<file path="src/rtl/db_left_ram_ctrl.sv">
// Access controller for the deblocking left-pixel RAM (16 x 128-bit).
// Ports: lcu_start_i/lft_avail_i (LCU control), rd_* (fetch path),
//   wr_* (write-back path), lcu_done_o, ram_* (single-port RAM).
module db_left_ram_ctrl #(
    parameter int DATA_WIDTH = 128,
    parameter int ADDR_WIDTH = 4,
    parameter int WR_NUM     = 16
) (
    input  logic                  clk,
    input  logic                  rst_n,
    input  logic                  lcu_start_i,
    input  logic                  lft_avail_i,
    input  logic                  rd_req_i,
    input  logic [ADDR_WIDTH-1:0] rd_addr_i,
    output logic                  rd_gnt_o,
    output logic                  rd_vld_o,
    output logic [DATA_WIDTH-1:0] rd_data_o,
    input  logic                  wr_req_i,
    input  logic [ADDR_WIDTH-1:0] wr_addr_i,
    input  logic [DATA_WIDTH-1:0] wr_data_i,
    output logic                  wr_gnt_o,
    output logic                  lcu_done_o,
    output logic                  ram_cen_o,
    output logic                  ram_wen_o,
    output logic                  ram_ren_o,
    output logic [ADDR_WIDTH-1:0] ram_addr_o,
    output logic [DATA_WIDTH-1:0] ram_data_o,
    input  logic [DATA_WIDTH-1:0] ram_data_i
);

    localparam int CW = $clog2(WR_NUM + 1);
    localparam logic [CW-1:0] WR_LAST = CW'(WR_NUM - 1);
    localparam logic [CW-1:0] WR_FULL = CW'(WR_NUM);

    typedef enum logic [1:0] {
        IDLE = 2'd0,
        RUN  = 2'd1,
        DONE = 2'd2
    } state_t;

    state_t                state_q, state_d;
    logic [CW-1:0]         wr_cnt;
    logic                  avail_r;
    logic                  last_wr_r;
    logic                  rd_avail_r;
    logic                  rd_vld_r;
    logic                  ren_r;
    logic                  done_r;
    logic [DATA_WIDTH-1:0] hold_r;
    logic                  rd_ok, wr_ok;
    logic                  rd_gnt, wr_gnt;
    logic                  ram_rd;

    // Arbitration and next state
    always_comb begin
        state_d = state_q;
        rd_gnt  = 1'b0;
        wr_gnt  = 1'b0;
        rd_ok   = rd_req_i && !lcu_start_i &&
                  (state_q == RUN || state_q == DONE);
        wr_ok   = wr_req_i && !lcu_start_i && (state_q == RUN);
        if (rd_ok && wr_ok) begin
            // Same address: write first so the read sees fresh data
            if (rd_addr_i == wr_addr_i || !last_wr_r) begin
                wr_gnt = 1'b1;
            end else begin
                rd_gnt = 1'b1;
            end
        end else begin
            rd_gnt = rd_ok;
            wr_gnt = wr_ok;
        end
        unique case (1'b1)
            lcu_start_i:                  state_d = RUN;
            wr_gnt && wr_cnt == WR_LAST:  state_d = DONE;
            default: ;
        endcase
    end

    // Reads without a left LCU never touch the RAM
    assign ram_rd = rd_gnt && avail_r;

    always_comb begin
        ram_cen_o  = 1'b1;
        ram_wen_o  = 1'b1;
        ram_addr_o = '0;
        ram_data_o = '0;
        unique case (1'b1)
            wr_gnt: begin
                ram_cen_o  = 1'b0;
                ram_wen_o  = 1'b0;
                ram_addr_o = wr_addr_i;
                ram_data_o = wr_data_i;
            end
            ram_rd: begin
                ram_cen_o  = 1'b0;
                ram_addr_o = rd_addr_i;
            end
            default: ;
        endcase
    end

    always_ff @(posedge clk or negedge rst_n) begin
        if (!rst_n) begin
            state_q <= IDLE;
        end else begin
            state_q <= state_d;
        end
    end

    always_ff @(posedge clk or negedge rst_n) begin
        if (!rst_n) begin
            wr_cnt     <= '0;
            avail_r    <= 1'b0;
            last_wr_r  <= 1'b0;
            rd_avail_r <= 1'b0;
            rd_vld_r   <= 1'b0;
            ren_r      <= 1'b1;
            done_r     <= 1'b0;
            hold_r     <= '0;
        end else begin
            if (lcu_start_i) begin
                wr_cnt  <= '0;
                avail_r <= lft_avail_i;
            end else if (wr_gnt && wr_cnt != WR_FULL) begin
                wr_cnt <= wr_cnt + CW'(1);
            end
            if (rd_gnt || wr_gnt) begin
                last_wr_r <= wr_gnt;
            end
            // Availability travels with the read so an LCU switch
            // between grant and return does not alter its data
            if (rd_gnt) begin
                rd_avail_r <= avail_r;
            end
            rd_vld_r <= rd_gnt;
            ren_r    <= !ram_rd;
            done_r   <= wr_gnt && (wr_cnt == WR_LAST);
            hold_r   <= rd_data_o;
        end
    end

    assign rd_data_o  = rd_vld_r ? (rd_avail_r ? ram_data_i : '0)
                                 : hold_r;
    assign rd_vld_o   = rd_vld_r;
    assign rd_gnt_o   = rd_gnt;
    assign wr_gnt_o   = wr_gnt;
    assign lcu_done_o = done_r;
    assign ram_ren_o  = ren_r;

endmodule
</file>
<file path="config.mk">
export PLATFORM = sky130hd
export DESIGN_NAME = db_left_ram_ctrl
export DESIGN_NICKNAME = d
export VERILOG_FILES = /design/src/rtl/db_left_ram_ctrl.sv
export SDC_FILE = /design/constraint.sdc
export NUM_CORES = 1
export LEC_CHECK = 0
export CAP_MARGIN = 15
export CORE_AREA = 4 4 204 206
export CTS_CLUSTER_DIAMETER = 50
export CTS_CLUSTER_SIZE = 20
export DETAILED_ROUTE_END_ITERATION = 6
export DIE_AREA = 0 0 208 210
export PLACE_DENSITY = 0.5
export SETUP_SLACK_MARGIN = 0.2
export SLEW_MARGIN = 25
export SYNTH_ARGS = -nofsm -noshare
export SYNTH_HDL_FRONTEND = slang
export SYNTH_SLANG_ARGS = --single-unit
</file>
<file path="constraint.sdc">
create_clock -name clk -period 3.9 [get_ports clk]
set_input_delay 0.78 -clock clk [delete_from_list [all_inputs] [get_ports clk]]
set_output_delay 0.78 -clock clk [all_outputs]
set_load 0.01 [all_outputs]
</file>
==> impl_metrics.toml, run 1 <==
[clock_network]
holdBufCountCts = 0
clock_latency_ns = 0.42
tritoncts = "yes"
cts_made_buffers = 17
cts_buffer_depth = 2
cts_sinks = 141
cts_root_buffer = "clkbuf_16"
cts.reportedPaths.clkPinSlew_ns = 0.06
htreeDepth = 4

[logic_synthesis]
syn_avg_cell_area_sq_um = 8.68
synth.distinct_cells = 30
netlist_instances = 759
ys_ff_latch = 141
synth.cell_area_sq_um = 6590
yosysSeqAreaShare_pct = 53.6
yosys_warnings = 0
synth_nets = 1033

[min_path]
min_path_type = "input port to async pin"

[outcome]
outcome = "finished, final reports clean"

[sta]
max_freq_mhz = 276
tightest_slew_ns = 0.652
relSlewSlack_pct = 56.5
maxSlewViolCount = 0
fin_skew_ns = 0.0104
setup_viol = 0
hold_violations = 0
finalCriticalPeriod_ns = 3.62
rsz0062_at_grt = "no"
fin_crit_sh_pct = 92.8

[run]
cap_violations = 0

[floorplanning]
start_util_pct = 16.6
pin_count = 537
fp.dieH_um = 210
core_sq_um = 39600
dieArea_sq_um = 43700
placementRows = 73
die_x_um = 208

[drt]
route.detailed.drc = 0
drtIter0Drc = 290
ant_nets = 0
viasPerCell = 3.79
via_count = 7004
routedWlPerCell_um = 19.1
finalWirelength_mm = 35.2
firstDrtPassIters = 4

[finish]
stdcell_count = 1847
drive_above_1_share_pct = 8.50
num-nets-final = 1578
syn2layout_area_growth_pct = 100
fin_area_sq_um = 13200

[power_and_ir_drop]
vdd_drop_max_mv = 0.224
power.density_nw_per_um2 = 414
finalPower_mw = 5.47
p_leak_nw = 5.95

[worst_setup_path]
r2r_cells = 4
cp_max_fo = 20
worstPathArrival_ns = 2.84
worstSetupPathType = "input port to output port"
cp.required_ns = 3.12
worstSetupEndpointType = "output port"
crit_path_start_kind = "input port"

[global_routing]
grt_pass1_vias = 7420
grt_usage_pct = 15.5
grt_pass1_wl_mm = 50.7
antenna_found_initial = 7
grt_max_degree = 90
grt_overflow = 0

[place]
io_buffers = 536
gp_congestion = 0.877
dp_hpwl_mm = 27.5
place_area_sq_um = 12700
dp.cells = 1800
repair_timing:
item | CTS | global route
buffers inserted | 5 | 1
gates cloned | 3 | 1
endpoints found under the setup margin | 135 | 211
pin swaps | 2 | 4
gates resized for setup | 154 | 73
cell usage in the layout, fill, tap and decap left out, types with 4 or more instances in the layout:
cell,count
a21oi_1,5
a22o_1,4
and2_1,129
buf_12,7
buf_4,22
clkbuf_16,17
clkbuf_2,27
clkdlybuf4s15_1,13
clkdlybuf4s50_1,392
clkinv_2,4
clkinvlp_4,4
dfrtp_1,139
diode_2,5
dlygate4sd2_1,96
ha_1,4
inv_1,134
mux2_2,6
nand2_1,131
nor2_1,7
o21ai_0,129
logic make-up after synthesis:
group	synth area share, %
compound gates	11.6
xor+xnor	0.532
fa+ha+maj	0.759
buf+inv	10.9
flops	53.6
mux	1.18
simple gates	21.5
cell usage after synthesis (all sizes together):
library cell,instances,share of area (%)
or4bb,1,0.17
clkbuf,38,2.3
nand3,2,0.15
or3b,1,0.13
dfstp,1,0.40
nand4,1,0.095
mux2,6,1.0
nor2b,2,0.19
nor3b,1,0.11
buf,6,0.91
nand2,131,7.5
a21oi,7,0.70
o41ai,1,0.13
o21ai,129,9.8
o41a,1,0.17
mux2i,1,0.15
nand2b,3,0.28
ha,4,0.76
inv,134,7.6
o211ai,1,0.11
and3,1,0.095
xor2,4,0.53
a22o,4,0.53
and2,131,12
nor2,7,0.40
dfrtp,140,53
a21o,1,0.11
final cells by class:
| cell class | count | area, sq um |
|---|---|---|
| Multi-Input combinational cell | 441 | 2370 |
| Inverter | 134 | 503 |
| Tap cell | 525 | 657 |
| Timing Repair Buffer | 569 | 5520 |
| Clock inverter | 11 | 140 |
| Clock buffer | 21 | 470 |
| Antenna cell | 5 | 12.5 |
| Fill cell | 4157 | 26400 |
| Sequential cell | 141 | 3530 |
critical path, stage by stage:
cell and delay [ns]:
clkdlybuf4s15_1 0.26, xor2_2 0.21, o41a_1 0.52, a21oi_4 0.21, buf_6 0.12, buf_12 0.12, buf_4 0.13, buf_16 0.13
and2_4 0.14, clkdlybuf4s15_2 0.21
final timing paths:
kind                            endpoint  slack (ns)          from
setup / recovery           ram_data_o[5]        0.28  wr_addr_i[3]
hold / removal                hold_r[76]        0.32         rst_n
setup reg to reg              rd_avail_r        1.98    state_q[0]
hold reg to reg               state_q[0]        0.49    state_q[0]
max in group asynchronous      ram_ren_o        2.72         rst_n
min in group clk              state_q[0]        0.49    state_q[0]
where the power goes:
| group | internal (mW) | total, mW | switching (mW) |
|---|---|---|---|
| logic | 1.02 | 1.87 | 0.848 |
| clock network | 1.05 | 1.72 | 0.670 |
| registers | 1.78 | 1.88 | 0.0964 |
| total | 3.86 | 5.47 | 1.61 |
layer usage:
layer | share of wire [%] | track usage, % | vias up
li1 | - | - | 3404
met1 | 37 | 17.2 | 3232
met2 | 51 | 27.1 | 339
met3 | 10 | 6.79 | 25
met4 | 1.3 | 4.37 | 4
met5 | 0.11 | 0 | -
flip-flops by register name, summed over array words and instances (netlist names):
signal	cells
wr_cnt	5
ram_ren_o	1
rd_vld_o	1
state_q	2
hold_r	128
rd_avail_r	1
lcu_done_o	1
last_wr_r	1
avail_r	1
through the flow:
| stage | setup slack (ns) | hold slack [ns] | util (%) | setup TNS [ns] |
|---|---|---|---|---|
| floorplan | 0.978 | 0.456 | - | 0 |
| global placement | -0.445 | 0.467 | 31.9 | -19.12 |
| detailed placement | -0.375 | 0.479 | 31.9 | -21.88 |
| CTS | 0.117 | 0.322 | 33.4 | 0 |
| global route | 0.204 | 0.343 | 33.3 | 0 |
| finish | 0.279 | 0.321 | 33.3 | 0 |
(Power assumes the default switching activity.)
==> run 2, diff against run 1 <==
--- a/config.mk
+++ b/config.mk
@@ -6,12 +6,12 @@
 export NUM_CORES = 1
 export LEC_CHECK = 0
 export CAP_MARGIN = 15
-export CORE_AREA = 4 4 204 206
+export CORE_AREA = 4 4 207 209
 export CTS_CLUSTER_DIAMETER = 50
 export CTS_CLUSTER_SIZE = 20
 export DETAILED_ROUTE_END_ITERATION = 6
-export DIE_AREA = 0 0 208 210
-export PLACE_DENSITY = 0.5
+export DIE_AREA = 0 0 211 213
+export PLACE_DENSITY = 0.49
 export SETUP_SLACK_MARGIN = 0.2
 export SLEW_MARGIN = 25
 export SYNTH_ARGS = -nofsm -noshare
==> constraint.sdc (replaced) <==
create_clock -name clk -period 3.5 [get_ports clk]
set_input_delay 0.7 -clock clk [delete_from_list [all_inputs] [get_ports clk]]
set_output_delay 0.7 -clock clk [all_outputs]
set_load 0.01 [all_outputs]
==> run 2 against run 1 <==
  * Worst hold slack got worse by 0.11 ns
  * Cell area shrank 0.20%
  * Clock power down 2%
  * Routed wire length fell by 3.1%
  * Total power increased by 7.9%
==> impl_metrics.toml, run 2 (synthesis gave the netlist of run 1 again) <==
[outcome]
outcome = "finished, final reports clean"

[clock_network]
cts_buffer_depth = 2
clock_latency_ns = 0.43
tritoncts = "yes"
htreeDepth = 4
cts_root_buffer = "clkbuf_16"
cts.reportedPaths.clkPinSlew_ns = 0.06
cts_sinks = 141
holdBufCountCts = 0
cts_made_buffers = 17

[global_routing]
grt_max_degree = 66
antenna_found_initial = 5
grt_pass1_vias = 7505
grt_usage_pct = 14.4
grt_overflow = 0
grt_pass1_wl_mm = 48.4

[floorplanning]
start_util_pct = 16.1
pin_count = 537
fp.dieH_um = 213
die_x_um = 211
placementRows = 74
core_sq_um = 40800
dieArea_sq_um = 44900

[worst_setup_path]
r2r_cells = 10
rrSetupSlack_ns = 1.58
cp_max_fo = 11
cp.required_ns = 2.80
worstSetupPathType = "input port to output port"
crit_path_start_kind = "input port"
cp-startpoint = "rd_addr_i[2]"
worstPathArrival_ns = 2.58
worstSetupEndpointType = "output port"
rr_startpoint = "state_q[1]"

[place]
io_buffers = 536
gp_congestion = 0.765
dp_hpwl_mm = 25.4
pre_cts_slack_ns = -0.486

[drt]
wl_met2_mm = 16.8
ant_nets = 0
drtIter0Drc = 245
finalWirelength_mm = 34.1
firstDrtPassIters = 4
wl_met3_mm = 3.66
routedWlPerCell_um = 18.4
wl_met1_mm = 13.1
top_layer = "met5"
route.detailed.drc = 0
via_count = 6954
viasPerCell = 3.74

[sta]
fin_crit_sh_pct = 93.8
setup_viol = 0
relSlewSlack_pct = 66.2
layout_setup_ws_ns = 0.218
rsz0062_at_grt = "yes"
fin_skew_ns = 0.00855
max_freq_mhz = 305
finalCriticalPeriod_ns = 3.28
hold_violations = 0
tightest_slew_ns = 0.507
maxSlewViolCount = 0

[power_and_ir_drop]
vdd_drop_max_mv = 0.303
power.density_nw_per_um2 = 448
p_leak_nw = 5.90

[finish]
num-nets-final = 1588
top_register = "hold_r"
multi_input_area_sq_um = 2410
final_util_pct = 32.3
syn2layout_area_growth_pct = 100
filler_cell_count = 4337
drive_above_1_share_pct = 16.2
largest_reg_flops = 128
layout_common_cells = "clkdlybuf4s50_1 (390), dfrtp_1 (139), inv_1 (133)"
final-seq-area_sq_um = 3530
reg_top3 = "hold_r x128, wr_cnt x5, state_q x2"
final_common_cell = "clkdlybuf4s50_1"

[run]
cap_violations = 0

[min_path]
min_path_type = "input port to async pin"
-- run 2: cell count changes in the layout (fill, tap and decap cells not counted), sizes merged, moves of 2 or more --
cell / change
buf: +112
bufbuf: +2
bufinv: -3
clkbuf: -25
clkdlybuf4s50: -2
clkinv: +2
diode: -2
dlygate4sd2: -75
dlymetal6s2s: -2
-- run 2: final timing paths --
check                                   to
max                        ram_data_o[115]
min                             hold_r[39]
min reg2reg                     hold_r[38]
max in group asynchronous      hold_r[113]
min in group clk                hold_r[38]
max reg2reg                     lcu_done_o
-- run 2: per-stage QoR --
step | total power, mW | hold slack [ns] | cell area, sq um | cells | TNS, ns
after floorplan | 2.81 | 0.404 | 6590 | 759 | 0
after global placement | 4.24 | 0.467 | 12700 | 1805 | -54.22
after detailed placement | 4.25 | 0.475 | 12700 | 1805 | -50.28
after CTS | 6.03 | 0.210 | 13200 | 1855 | 0
after global routing | 6.29 | 0.223 | 13200 | 1859 | 0
final | 5.90 | 0.210 | 13200 | 1860 | 0
-- run 2: cell type report --
class / instances / share of cell area, %
multi-input cells: 440 / 18.3
diodes: 3 / 0.0569
clock inverters: 10 / 0.522
flip-flops and latches: 141 / 26.8
repair buffers: 580 / 42.0
well taps: 532 / 5.05
inverters: 134 / 3.81
clock buffers: 20 / 3.46
-- run 2: timing repair --
item,CTS,global route
gates cloned,9,0
setup endpoints to repair,136,142
setup buffers,11,2
gates resized for setup,479,48
pin swaps,3,6
-- run 2: critical path, stage by stage --
cell and delay, ns:
clkdlybuf4s15_1 0.19, xor2_1 0.16, o41a_1 0.48, a21oi_4 0.18, buf_12 0.13, buf_4 0.11, buf_12 0.10, bufbuf_16 0.26
and2_1 0.13, buf_2 0.13
-- run 2: routing by layer --
layer  track usage (%)  up-vias
met5                 0        -
li1                  -     3419
met1              16.2     3194
met3              7.01       26
met2              24.2      313
met4              4.58        2
-- run 2: power by group --
part / internal [mW] / switching, mW / leakage [nW]
clock network: 0.933 / 0.742 / 0.254
registers: 1.99 / 0.0952 / 1.84
logic: 1.18 / 0.969 / 3.80
total: 4.10 / 1.81 / 5.90
==> run 3, diff against run 2 <==
--- a/config.mk
+++ b/config.mk
@@ -5,12 +5,12 @@
 export SDC_FILE = /design/constraint.sdc
 export NUM_CORES = 1
 export LEC_CHECK = 0
-export CAP_MARGIN = 15
 export CORE_AREA = 4 4 207 209
 export CTS_CLUSTER_DIAMETER = 50
 export CTS_CLUSTER_SIZE = 20
 export DETAILED_ROUTE_END_ITERATION = 6
 export DIE_AREA = 0 0 211 213
+export GPL_TIMING_DRIVEN = 0
 export PLACE_DENSITY = 0.49
 export SETUP_SLACK_MARGIN = 0.2
 export SLEW_MARGIN = 25
==> run 3 against run 2 <==
  * Cell count is 0.86% higher
  * Worst hold slack got worse by 0.0039 ns
  * Cell area fell by 0.33%
  * Sequential share of layout area is 0.070 points higher
==> impl_metrics.toml, run 3 (synthesis gave the netlist of run 1 again) <==
[worst_setup_path]
worstPathArrival_ns = 2.52
crit_path_start_kind = "input port"
cp.required_ns = 2.80
cp_max_fo = 7
rr_startpoint = "state_q[0]"
worstSetupPathType = "input port to output port"
worstSetupEndpointType = "output port"
cp-startpoint = "rd_addr_i[2]"

[sta]
fin_skew_ns = 0.0130
layout_setup_ws_ns = 0.278
tightest_slew_ns = 0.518
hold_violations = 0
relSlewSlack_pct = 65.4
setup_viol = 0
maxSlewViolCount = 0
setup_tns_ns = 0
fin_crit_sh_pct = 92.1
max_freq_mhz = 310
finalCriticalPeriod_ns = 3.22
rsz0062_at_grt = "no"

[clock_network]
cts_made_buffers = 17
cts_buffer_depth = 2
clock_latency_ns = 0.45
htreeDepth = 4
tritoncts = "yes"
cts_sinks = 141
cts_root_buffer = "clkbuf_16"
cts.reportedPaths.clkPinSlew_ns = 0.06

[global_routing]
grt_overflow = 0
antenna_found_initial = 4
grt_usage_pct = 14.3
grt_max_degree = 78
grt_pass1_vias = 7325
grt_pass1_wl_mm = 48.0

[finish]
filler_cell_count = 4330
reg_top3 = "hold_r x128, wr_cnt x5, state_q x2"
largest_reg_flops = 128
final_common_cell = "clkdlybuf4s50_1"
layout_common_cells = "clkdlybuf4s50_1 (379), dfrtp_1 (139), inv_1 (134)"
num-nets-final = 1601
top_register = "hold_r"
fin_area_sq_um = 13100
syn2layout_area_growth_pct = 99.4
drive_above_1_share_pct = 16.2

[floorplanning]
core_sq_um = 40800
pin_count = 537
placementRows = 74
dieArea_sq_um = 44900
fp.dieH_um = 213
die_x_um = 211
start_util_pct = 16.1

[place]
io_buffers = 536
pre_cts_slack_ns = -0.773
place_area_sq_um = 12700
dp_hpwl_mm = 27.5
gp_congestion = 0.794

[drt]
viasPerCell = 3.72
firstDrtPassIters = 4
via_count = 6984
finalWirelength_mm = 33.9
routedWlPerCell_um = 18.1
ant_nets = 0
route.detailed.drc = 0
drtIter0Drc = 206

[power_and_ir_drop]
power.density_nw_per_um2 = 468
p_leak_nw = 5.88
vdd_drop_max_mv = 0.249

[min_path]
min_path_type = "input port to async pin"

[outcome]
outcome = "finished, final reports clean"

[run]
cap_violations = 0
run 3: changes by cell type in the layout (fill, tap and decap cells not counted), sizes merged:
cell / previous run / this run
dlygate4sd2: 21 / 26
diode: 3 / 4
clkinv: 6 / 5
bufbuf: 4 / 0
clkdlybuf4s15: 14 / 25
clkbuf: 23 / 130
clkdlybuf4s50: 390 / 379
bufinv: 0 / 3
dlymetal6s2s: 1 / 2
buf: 147 / 51
run 3: worst paths after layout:
check / endpoint / cells past startpoint / slack, ns
worst max-delay path: ram_wen_o / 9 / 0.28
worst min-delay path: hold_r[62] / 1 / 0.21
worst max register to register: rd_avail_r / 4 / 1.56
worst min register to register: state_q[0] / 1 / 0.49
max in group asynchronous: rd_vld_o / 2 / 2.45
min in group clk: state_q[0] / 1 / 0.49
run 3: cell type report:
class                      instances  area [sq um]  area share (%)
sequential                       141          3530            26.9
multi-input combinational        440          2450            18.7
clock inverter                    12           161            1.23
clock buffer                      20           467            3.55
inverter                         134           503            3.83
tap                              532           666            5.07
buffer                            44           318            2.42
antenna                            4          10.0          0.0762
timing repair buffer             549          5030            38.3
run 3: stage by stage:
stage	hold slack (ns)	cells	util, %	power (mW)
after floorplan	0.404	759	-	2.81
after global placement	0.468	1827	30.9	4.25
after detailed placement	0.486	1828	31.0	4.26
after CTS	0.183	1864	32.7	6.25
after global routing	0.218	1875	32.2	6.52
final	0.206	1876	32.2	6.14
run 3: per-layer routing:
| metal | vias to the layer above | track usage (%) | share of wire, % |
|---|---|---|---|
| li1 | 3453 | - | - |
| met3 | 20 | 7.11 | 11 |
| met5 | - | 0 | 0.038 |
| met1 | 3185 | 16.4 | 39 |
| met2 | 324 | 23.8 | 49 |
| met4 | 2 | 3.98 | 1.3 |
run 3: report_power, final:
part / switching [mW] / total, mW / internal [mW] / leakage (nW)
sequential: 0.0954 / 2.08 / 1.99 / 1.84
clock: 0.768 / 1.95 / 1.18 / 0.299
combinational: 0.987 / 2.11 / 1.13 / 3.74
run 3: timing repair:
action,4_1_cts,5_1_grt
pin swaps,2,6
setup endpoints to repair,264,211
buffers inserted,4,5
gates resized for setup,275,239
hold endpoints to repair,0,0
cloned,0,3
hold buffers,0,0
run 3: critical path, cell delays in order:
cell	delay, ns
dlygate4sd2_1	0.28
xor2_2	0.21
o41a_1	0.38
a21oi_4	0.21
buf_6	0.15
buf_12	0.14
clkbuf_16	0.14
inv_1	0.03
dlygate4sd2_1	0.28
==> RTL change, RTL diff (flow settings as in run 2) <==
Make the reset (`rst_n`) synchronous in 2 clocked blocks.
--- a/src/rtl/db_left_ram_ctrl.sv
+++ b/src/rtl/db_left_ram_ctrl.sv
@@ -100,7 +100,7 @@
         endcase
     end
 
-    always_ff @(posedge clk or negedge rst_n) begin
+    always_ff @(posedge clk) begin
         if (!rst_n) begin
             state_q <= IDLE;
         end else begin
@@ -108,7 +108,7 @@
         end
     end
 
-    always_ff @(posedge clk or negedge rst_n) begin
+    always_ff @(posedge clk) begin
         if (!rst_n) begin
             wr_cnt     <= '0;
             avail_r    <= 1'b0;
Check against the original RTL: differs if rst_n is asserted again (counterexample within 4 cycles, from zero or initial values and one cycle with rst_n low); with rst_n held inactive, the same outputs for 4 cycles.
==> RTL change against run 2 <==
Setup slack worse by 0.0013 ns. Core utilization grew 0.43 points. Design area is 1.3% higher. Critical path depth shrank 3. Largest cell class unchanged. Synthesized cell count up 21%. Clock skew rose by 0.0033 ns. Routed wire length is 4.0% higher. Critical path type unchanged. Sequential cell count stayed put. Area after synthesis grew 3.3%.
Power is not compared: it rests on default switching activity, and its combinational part moved more than twofold at a synthesized area within 25%.
==> RTL change: results (changes against run 2) <==
stage;metric;value;unit;change
outcome;status;finished, final reports clean;;
cts;CTS Buffer Depth;2;;unchanged
timing;Rel. slew slack;0.536;;-0.126
grt;antenna violations before repair;4;;-1
setup_path;R2R Setup Slk;1.33;ns;-0.25 ns
hold_path;worst min-delay path category;reg -> reg;;
synthesis;top cells by count, synth;dfxtp_1 (141), nand2_1 (136), inv_1 (132);;
placement;Final GP Congestion;0.877;;+15%
grt;met3 Use GR;0.0577;;-0.0123
setup_path;Slowest-stage cell, CP;clkdlybuf4s50_1;;
cts;H-tree depth;4;;unchanged
setup_path;Critical Path Fanout Max;4;;-7
final_layout;Finished Layout Cells;1988;;+6.9%
synthesis;Top FF cell, synth;dfxtp_1;;
routing;wire per inst;17.9;um;-2.7%
placement;DP HPWL;27800;um;+9.2%
synthesis;Post-synth ARST share;0;;-1.00
routing;met2 wire length;17500;um;+4.0%
setup_path;Top Family by Delay on Critical Path;buffers and inverters;;
final_layout;share of post-route cells with drive strength above 1;0.0838;;-0.0777
synthesis;Seq/Total Area, Yosys;0.415;;-0.121
setup_path;Critical Path Max Stage Delay;0.47;ns;
synthesis;top post-synthesis cells by area;dfxtp_1 (41%), and2_1 (12%), and3_1 (12%);;
synthesis;Yosys cell types;37;;+23%
timing;skew final;0.0119;ns;+0.00333 ns
cts;CTS Buf Count;17;;unchanged
cts;cts repair resizes;162;;-66%
timing;fin crit share;0.938;;about the same
cts;Root Driver;clkbuf_16;;
grt;GR Util met2;0.257;;+0.0151
synthesis;mean post-synth cell area;7.40;um2;-15%
routing;Iter 0 DRT Violations;376;;+53%
synthesis;Synth warnings;0;;unchanged
routing;WL met1;13500;um;+3.1%
grt;first-pass GRT wire length;50500;um;+4.3%
setup_path;CP Data Arrival Time;2.58;ns;about the same
final_layout;# fillers;4360;;+0.53%
routing;met3 WL;3000;um;-18%
grt;Global Route met1 Usage;0.160;;-0.00173
synthesis;syn_nets;1194;;+16%
placement;Setup WS pre-CTS;-0.166;ns;+0.319 ns
placement;# placed instances;1942;;+7.6%
grt;Total GRT Usage;0.150;;+0.00521
routing;drt pass-1 iters;7;;+3
grt;vias in the first global route;7828;;+4.3%
grt;largest net degree at the start of global routing;131;;+98%
final_layout;Final #Nets;1718;;+8.2%
placement;Port Buf Inserts;536;;unchanged
routing;DR vias/cell;3.95;;+5.5%
RTL change: changes by cell type in the layout (fill, tap and decap cells not counted), sizes merged, moves of 6 or more:
cell	change
buf	-103
dfxtp	+141
dfrtp	-140
clkbuf	+26
dlygate4sd2	+80
and3	+128
mux2	-6
RTL change: cell type report:
type / instances / area share
Timing Repair Buffer: 578 / 0.415
Sequential cell: 141 / 0.212
Multi-Input combinational cell: 573 / 0.241
Inverter: 133 / 0.0374
Antenna cell: 1 / 0.000187
Clock inverter: 11 / 0.0107
Tap cell: 532 / 0.0498
Clock buffer: 19 / 0.0339
RTL change: through the flow:
step / cell area [um2] / utilization / hold WS (ns)
floorplan: 6810 / - / 0.450
global placement: 12900 / 0.315 / 0.465
detailed placement: 12900 / 0.315 / 0.473
CTS: 13500 / 0.330 / 0.487
global route: 13400 / 0.327 / 0.530
finish: 13400 / 0.327 / 0.489
RTL change: report_power, final:
part / total [W] / internal (W) / switching, W
clock network: 0.00189 / 0.00115 / 0.000741
logic: 0.000514 / 0.000337 / 0.000177
registers: 0.00161 / 0.00161 / 0.00000200
total: 0.00401 / 0.00309 / 0.000920
RTL change: worst paths after layout:
path                            startpoint            end  cells past startpoint
worst max-delay path              rd_req_i  ram_addr_o[1]                      7
worst min-delay path             last_wr_r      last_wr_r                      2
worst max register to register  state_q[1]      wr_cnt[1]                     10
worst min register to register   last_wr_r      last_wr_r                      2
RTL change: cells by family after synthesis:
group | after synthesis | share of synthesized area
AO/OA/AOI/OAI | 149 | 0.122
buffers and inverters | 206 | 0.118
adder cells (fa/ha/maj) | 4 | 0.00735
AND/OR/NAND/NOR | 415 | 0.332
multiplexers | 1 | 0.00147
flip-flops | 141 | 0.415
XOR/XNOR | 4 | 0.00515
